--- src/rtl/tb4004_pkg.sv ---
`default_nettype none
// ============================================================================
// Module   : tb4004_pkg
// Brief    : Shared opcode and FSM-state encodings for the TB4004 ALU sequencer.
// Revision : 1.0 - initial release
// ============================================================================
package tb4004_pkg;

  localparam logic [4:0] OP_CLB = 5'h00;
  localparam logic [4:0] OP_CLC = 5'h01;
  localparam logic [4:0] OP_IAC = 5'h02;
  localparam logic [4:0] OP_CMC = 5'h03;
  localparam logic [4:0] OP_CMA = 5'h04;
  localparam logic [4:0] OP_RAL = 5'h05;
  localparam logic [4:0] OP_RAR = 5'h06;
  localparam logic [4:0] OP_TCC = 5'h07;
  localparam logic [4:0] OP_DAC = 5'h08;
  localparam logic [4:0] OP_TCS = 5'h09;
  localparam logic [4:0] OP_STC = 5'h0A;
  localparam logic [4:0] OP_DAA = 5'h0B;
  localparam logic [4:0] OP_KBP = 5'h0C;
  localparam logic [4:0] OP_ADD = 5'h10;
  localparam logic [4:0] OP_SUB = 5'h11;
  localparam logic [4:0] OP_LD  = 5'h12;
  localparam logic [4:0] OP_XCH = 5'h13;

  typedef enum logic [1:0] {
    ST_IDLE = 2'd0,
    ST_LOAD = 2'd1,
    ST_EXEC = 2'd2,
    ST_DONE = 2'd3
  } state_t;

  // ADD/SUB/LD stage the scratchpad register into Temp; every other op stages ACC.
  function automatic logic uses_reg_operand(input logic [4:0] op);
    return (op == OP_ADD) || (op == OP_SUB) || (op == OP_LD);
  endfunction

endpackage
`default_nettype wire

--- src/rtl/alu_core.sv ---
`default_nettype none
// ============================================================================
// Module   : alu_core
// Brief    : Combinational 4-bit accumulator ALU with carry; DAA/KBP present
//            only when TB4004_DAA_KBP_EN is defined.
// Revision : 1.0 - initial release
// ============================================================================
module alu_core
  import tb4004_pkg::*;
(
  input  logic [4:0] op,
  input  logic [3:0] a,
  input  logic [3:0] b,
  input  logic       cin,
  output logic [3:0] result,
  output logic       cout,
  output logic       acc_wr,
  output logic       c_wr
);

  logic [4:0] w_sum;

  always_comb begin
    result = a;
    cout   = cin;
    acc_wr = 1'b0;
    c_wr   = 1'b0;
    w_sum  = 5'd0;
    case (op)
      OP_CLB: begin result = 4'd0; cout = 1'b0; acc_wr = 1'b1; c_wr = 1'b1; end
      OP_CLC: begin cout = 1'b0; c_wr = 1'b1; end
      OP_IAC: begin
        w_sum  = {1'b0, a} + 5'd1;
        result = w_sum[3:0]; cout = w_sum[4]; acc_wr = 1'b1; c_wr = 1'b1;
      end
      OP_CMC: begin cout = ~cin; c_wr = 1'b1; end
      OP_CMA: begin result = ~a; acc_wr = 1'b1; end
      OP_RAL: begin result = {a[2:0], cin}; cout = a[3]; acc_wr = 1'b1; c_wr = 1'b1; end
      OP_RAR: begin result = {cin, a[3:1]}; cout = a[0]; acc_wr = 1'b1; c_wr = 1'b1; end
      OP_TCC: begin result = {3'b000, cin}; cout = 1'b0; acc_wr = 1'b1; c_wr = 1'b1; end
      OP_DAC: begin
        w_sum  = {1'b0, a} + 5'h0F;
        result = w_sum[3:0]; cout = w_sum[4]; acc_wr = 1'b1; c_wr = 1'b1;
      end
      OP_TCS: begin
        result = cin ? 4'd10 : 4'd9; cout = 1'b0; acc_wr = 1'b1; c_wr = 1'b1;
      end
      OP_STC: begin cout = 1'b1; c_wr = 1'b1; end
`ifdef TB4004_DAA_KBP_EN
      OP_DAA: begin
        acc_wr = 1'b1;
        c_wr   = 1'b1;
        if ((a > 4'd9) || cin) begin
          w_sum  = {1'b0, a} + 5'd6;
          result = w_sum[3:0];
          cout   = cin | w_sum[4];
        end
      end
      OP_KBP: begin
        acc_wr = 1'b1;
        case (a)
          4'd0:    result = 4'd0;
          4'd1:    result = 4'd1;
          4'd2:    result = 4'd2;
          4'd4:    result = 4'd3;
          4'd8:    result = 4'd4;
          default: result = 4'hF;
        endcase
      end
`endif
      OP_ADD: begin
        w_sum  = {1'b0, a} + {1'b0, b} + {4'b0000, cin};
        result = w_sum[3:0]; cout = w_sum[4]; acc_wr = 1'b1; c_wr = 1'b1;
      end
      // Carry acts as not-borrow: a set carry subtracts nothing extra.
      OP_SUB: begin
        w_sum  = {1'b0, a} + {1'b0, ~b} + {4'b0000, cin};
        result = w_sum[3:0]; cout = w_sum[4]; acc_wr = 1'b1; c_wr = 1'b1;
      end
      OP_LD:  begin result = b; acc_wr = 1'b1; end
      OP_XCH: begin result = b; acc_wr = 1'b1; end
      default: ;
    endcase
  end

endmodule
`default_nettype wire

--- src/rtl/alu_sequencer.sv ---
`default_nettype none
// ============================================================================
// Module   : alu_sequencer
// Brief    : Four-state LOAD/EXEC/DONE sequencer driving the ACC/Temp write bus
//            and owning the carry flag. Macro: TB4004_DAA_KBP_EN (DAA/KBP ops).
// Revision : 1.0 - initial release
// ============================================================================
module alu_sequencer
  import tb4004_pkg::*;
(
  input  logic       clk,
  input  logic       rst_n,
  input  logic       start,
  input  logic [4:0] op,
  input  logic [3:0] reg_in,
  input  logic [3:0] acc_in,
  input  logic [3:0] temp_in,
  output logic [3:0] alu_result,
  output logic       acc_we,
  output logic       temp_we,
  output logic       reg_we,
  output logic [3:0] reg_wdata,
  output logic       carry,
  output logic       busy,
  output logic       done
);

  state_t     r_state;
  state_t     w_next;
  logic [4:0] r_op;
  logic [3:0] r_reg;
  logic       r_carry;

  logic [3:0] w_b;
  logic [3:0] w_result;
  logic       w_cout;
  logic       w_acc_wr;
  logic       w_c_wr;

  // XCH loads ACC from the captured register; all other ops see Temp on b.
  assign w_b = (r_op == OP_XCH) ? r_reg : temp_in;

  alu_core u_alu_core (
    .op     (r_op),
    .a      (acc_in),
    .b      (w_b),
    .cin    (r_carry),
    .result (w_result),
    .cout   (w_cout),
    .acc_wr (w_acc_wr),
    .c_wr   (w_c_wr)
  );

  always_ff @(posedge clk or negedge rst_n) begin
    if (!rst_n) begin
      r_state <= ST_IDLE;
      r_op    <= 5'd0;
      r_reg   <= 4'd0;
      r_carry <= 1'b0;
    end else begin
      r_state <= w_next;
      if ((r_state == ST_IDLE) && start) begin
        r_op  <= op;
        r_reg <= reg_in;
      end
      if ((r_state == ST_EXEC) && w_c_wr) begin
        r_carry <= w_cout;
      end
    end
  end

  always_comb begin
    w_next     = r_state;
    alu_result = 4'd0;
    acc_we     = 1'b0;
    temp_we    = 1'b0;
    reg_we     = 1'b0;
    reg_wdata  = 4'd0;
    done       = 1'b0;
    case (r_state)
      ST_IDLE: if (start) w_next = ST_LOAD;
      ST_LOAD: begin
        w_next     = ST_EXEC;
        temp_we    = 1'b1;
        alu_result = uses_reg_operand(r_op) ? r_reg : acc_in;
      end
      ST_EXEC: begin
        w_next     = ST_DONE;
        acc_we     = w_acc_wr;
        alu_result = w_result;
        if (r_op == OP_XCH) begin
          reg_we    = 1'b1;
          reg_wdata = temp_in;
        end
      end
      ST_DONE: begin
        w_next = ST_IDLE;
        done   = 1'b1;
      end
      default: w_next = ST_IDLE;
    endcase
  end

  assign busy  = (r_state != ST_IDLE);
  assign carry = r_carry;

endmodule
`default_nettype wire

--- config.mk ---
export PLATFORM = sky130hd
export DESIGN_NAME = alu_sequencer
export DESIGN_NICKNAME = d
export VERILOG_FILES = /design/src/rtl/tb4004_pkg.sv /design/src/rtl/alu_core.sv /design/src/rtl/alu_sequencer.sv
export SDC_FILE = /design/constraint.sdc
export NUM_CORES = 1
export LEC_CHECK = 0
export BUFFER_PORTS_ARGS = -buffer_cell sky130_fd_sc_hd__buf_2
export CAP_MARGIN = 10
export CORE_MARGIN = 4
export CORE_UTILIZATION = 31
export DETAILED_ROUTE_END_ITERATION = 7
export GPL_TIMING_DRIVEN = 0
export PLACE_DENSITY_LB_ADDON = 0.05
export SLEW_MARGIN = 20
export SYNTH_ARGS = -nofsm -noshare
export SYNTH_HDL_FRONTEND = slang
export SYNTH_SLANG_ARGS = --single-unit
--- constraint.sdc ---
create_clock -name clk -period 8.45 [get_ports clk]
set_clock_uncertainty 0.1 [all_clocks]
set_input_delay 0.845 -clock clk [delete_from_list [all_inputs] [get_ports clk]]
set_output_delay 0.845 -clock clk [all_outputs]
set_load 0.02 [all_outputs]
==> qor.log <==
[worst_hold_path] path class of the lowest-slack min-delay path primary input to async pin
[worst_setup_path] endpoint of the lowest-slack register-to-register path carry
[die] width of the die 84.8 um
[layout] multi-input logic area 0.00139 sq mm
[clocking] Resized cells post-CTS 0
[place] IO buf count 33
[clocking] Inserted Clock Buffers 3
[layout] Final #Nets 307
[place] post-DP HPWL 4.71 mm
[yosys] count leader, synth nor2_1
[yosys] mux contribution to synthesized area 0.119
[yosys] dominant combinational cell family by area after synthesis simple AND/OR/NAND/NOR gates
[drt] count of nets left with antenna violations after detail routing 0
[grt] total routing usage reported by global routing 0.167
[layout] number of standard cells in the final layout excluding fillers 340
[die] Die Area 0.00719 sq mm
[layout] proportion of layout cells with a drive suffix above 1 0.257
[yosys] Simple-Gate Fraction of Synth Area 0.263
[clocking] number of H-tree levels 1
[timing] Worst-Margin Slew 0.462 ns
[drt] Residual DRC 0
[die] area of the core 0.00561 sq mm
[yosys] cell type with the largest total area after synthesis dfrtp_1
[worst_setup_path] launch point of the worst reg-to-reg path r_op[3]
[worst_setup_path] Register-to-Register Setup Slack 4.94 ns
[grt] global-route wire length before repair 9.66 mm
[timing] Max-slew headroom 0.683
[drt] routed wire length 5.95 mm
[timing] setup_tns 0 ns
[die] Starting Density 0.326
[pwr] power per unit of standard cell area 355 mW/mm^2
[run] max-cap violations 0
[die] Die Height 84.8 um
[timing] max-slew violation count 0
[timing] ratio of final minimum period to clock period 0.593
[grt] pin count of the biggest net entering global routing 13
[worst_setup_path] worst-case reg-to-reg path depth 13
[yosys] count of cell types in the netlist 55
[clocking] Post-CTS Setup Bufs 0
[drt] Detailed Route Iter0 Violations 187
[clocking] Reg clk slew, reported paths 0.05 ns
[yosys] most instantiated cells after synthesis nor2_1, a21oi_1, nand2_1
[yosys] number of nets produced by synthesis 269
[yosys] Synth top area share 0.164
[yosys] post-synthesis cell area 0.00183 sq mm
[pwr] worst voltage drop across the vdd grid 0.145 mV
[yosys] Adder-Cell Fraction of Synth Area 0.140
[worst_setup_path] Crit path required time 7.51 ns
[pwr] power share of the combinational group 0.747
[clocking] clock sink count 12
[worst_setup_path] critical path endpoint category output pin
[timing] timing-limited maximum frequency 200 MHz
[yosys] post-synthesis compound-gate area fraction 0.225
[yosys] post-synthesis share of cell area spent on xor and xnor gates 0.0144
[place] final estimated routing congestion in global placement 0.880
[yosys] synthesized flop and latch total 12
[grt] via count of the first global-routing pass 1,736
[timing] unrepaired setup endpoints after global routing false
[worst_setup_path] kind of start point of the critical path flip-flop
[die] site row count 27
[yosys] Syn Inst Count 231
[grt] total gr overflow 0
[pwr] leakage 0.000967 uW
[clocking] Post-CTS Hold Buffers 0
[pwr] Internal 353 uW
[place] placed cells 336
[yosys] number of warnings reported in the yosys synthesis log 0
[worst_setup_path] maximum fanout along the worst path 9
[yosys] Avg Cell Area, Syn 7.91 sq um
[timing] final-report hold violation count 0
[pwr] share of total power in sequential cells 0.170
[run_status] outcome complete, no violations
[yosys] top_reg_cell synth dfrtp_1
[drt] TritonRoute pass-1 iters 4
[drt] post-DR wirelength/cell 17.5 um
[yosys] sequential-to-total area share from yosys stat 0.164
[timing] Tmin final 5.01 ns
[pwr] switching power share of the total 0.534
[pwr] net load switching power 405 uW
[worst_setup_path] crit path DAT 4.07 ns
[layout] number of fill cells in the layout 626
[yosys] largest cells by area after synthesis dfrtp_1, ha_1, mux2_2
[clocking] insertion delay of the later-clocked pin in the worst-skew pair 0.24 ns
[layout] Seq. cell area 300 sq um
[clocking] buffers from clock root to sink, at most 2
[pwr] share of power burned in the clock network 0.082
[drt] ratio of routed vias to standard cells 5.45
[timing] Final Setup Violations 0
[drt] vias post-DR 1,853
[layout] max FFs per register 5
[die] io pins 34
[yosys] number of synthesized flops with an enable pin 0
[clocking] CTS root buf clkbuf_8
[worst_setup_path] kind of critical path flip-flop to output pin
[clocking] TritonCTS clock tree done
[yosys] ys async rst share 1.00
[layout] Area Growth Syn to Fin 17.0%
[grt] initial antenna violation count 0
[timing] Final Hold Slack 0.377 ns
[layout] Inserted Diodes 0
[through the flow]
stage,cell area [sq um],util,worst slack [ns],power [uW]
after global routing,2140,0.381,3.21,824
after CTS,2140,0.381,3.42,760
after global placement,2080,0.371,3.63,698
after detailed placement,2080,0.371,3.70,694
final,2140,0.381,3.44,758
after floorplan,1830,-,4.53,533
[worst max-delay path, stage by stage, from the launching register on]
cell and delay, ns:
dfrtp_1 0.47, nor2_2 0.35, nand2_2 0.12, nor2_4 0.24
mux2i_1 0.47, inv_1 0.10, fa_1 0.44, fa_1 0.50
nand2_1 0.05, o21ai_0 0.15, o21ai_0 0.13, a2111oi_1 0.46
o22ai_1 0.16, buf_2 0.19
[layout make-up]
cell class	instances	area share
multi-input combinational	191	0.650
buffer	17	0.0451
timing repair buffer	33	0.0772
clock buffer	4	0.0257
tap	72	0.0421
inverter	11	0.0193
sequential	12	0.140
[power groups by stage]
stage	sequential (uW)	combinational (uW)	clock [uW]
2_1_floorplan	117	416	0
3_3_place_gp	132	566	0
3_5_place_dp	131	563	0
4_1_cts	130	566	65.0
5_1_grt	135	620	68.3
6_report	129	567	62.4
[how the worst max path moves through the flow]
stage / slack, ns / to / start
2_1_floorplan: 4.53 / alu_result[1] / acc_in[0]
3_3_place_gp: 3.63 / alu_result[1] / r_op[3]
3_5_place_dp: 3.70 / alu_result[1] / acc_in[0]
4_1_cts: 3.42 / alu_result[1] / r_op[3]
5_1_grt: 3.21 / alu_result[1] / r_op[3]
6_report: 3.44 / alu_result[1] / r_op[3]
[metal layers]
metal,part of all wire,global-route usage,vias up
met5,0,0,-
met4,0.0032,0.0374,0
met3,0.055,0.0118,2
met2,0.45,0.253,55
met1,0.49,0.255,883
li1,-,-,913
[cell families after synthesis]
| kind of cell | Yosys count |
|---|---|
| compound gates | 61 |
| xor+xnor | 3 |
| fa+ha+maj | 18 |
| buf+inv | 28 |
| flops | 12 |
| mux | 20 |
| simple gates | 89 |
[placed cells by master (no fill, tap or decap), types with 3 or more instances in the layout]
cell      instances
a21oi_1          17
and3_1            5
buf_2            41
clkbuf_1          4
clkbuf_8          4
dfrtp_1          12
fa_1              4
ha_1             14
inv_1            11
mux2_2           14
mux2i_1           6
nand2_1          17
nand2b_1          6
nand3_1           6
nand3b_1          3
nor2_1           19
nor2b_1           6
nor3_1            9
o211ai_1          4
o21ai_0           8
o22ai_1           6
o32ai_1           3
xnor2_1           3
Note: power is estimated with default switching activity, not from simulation.
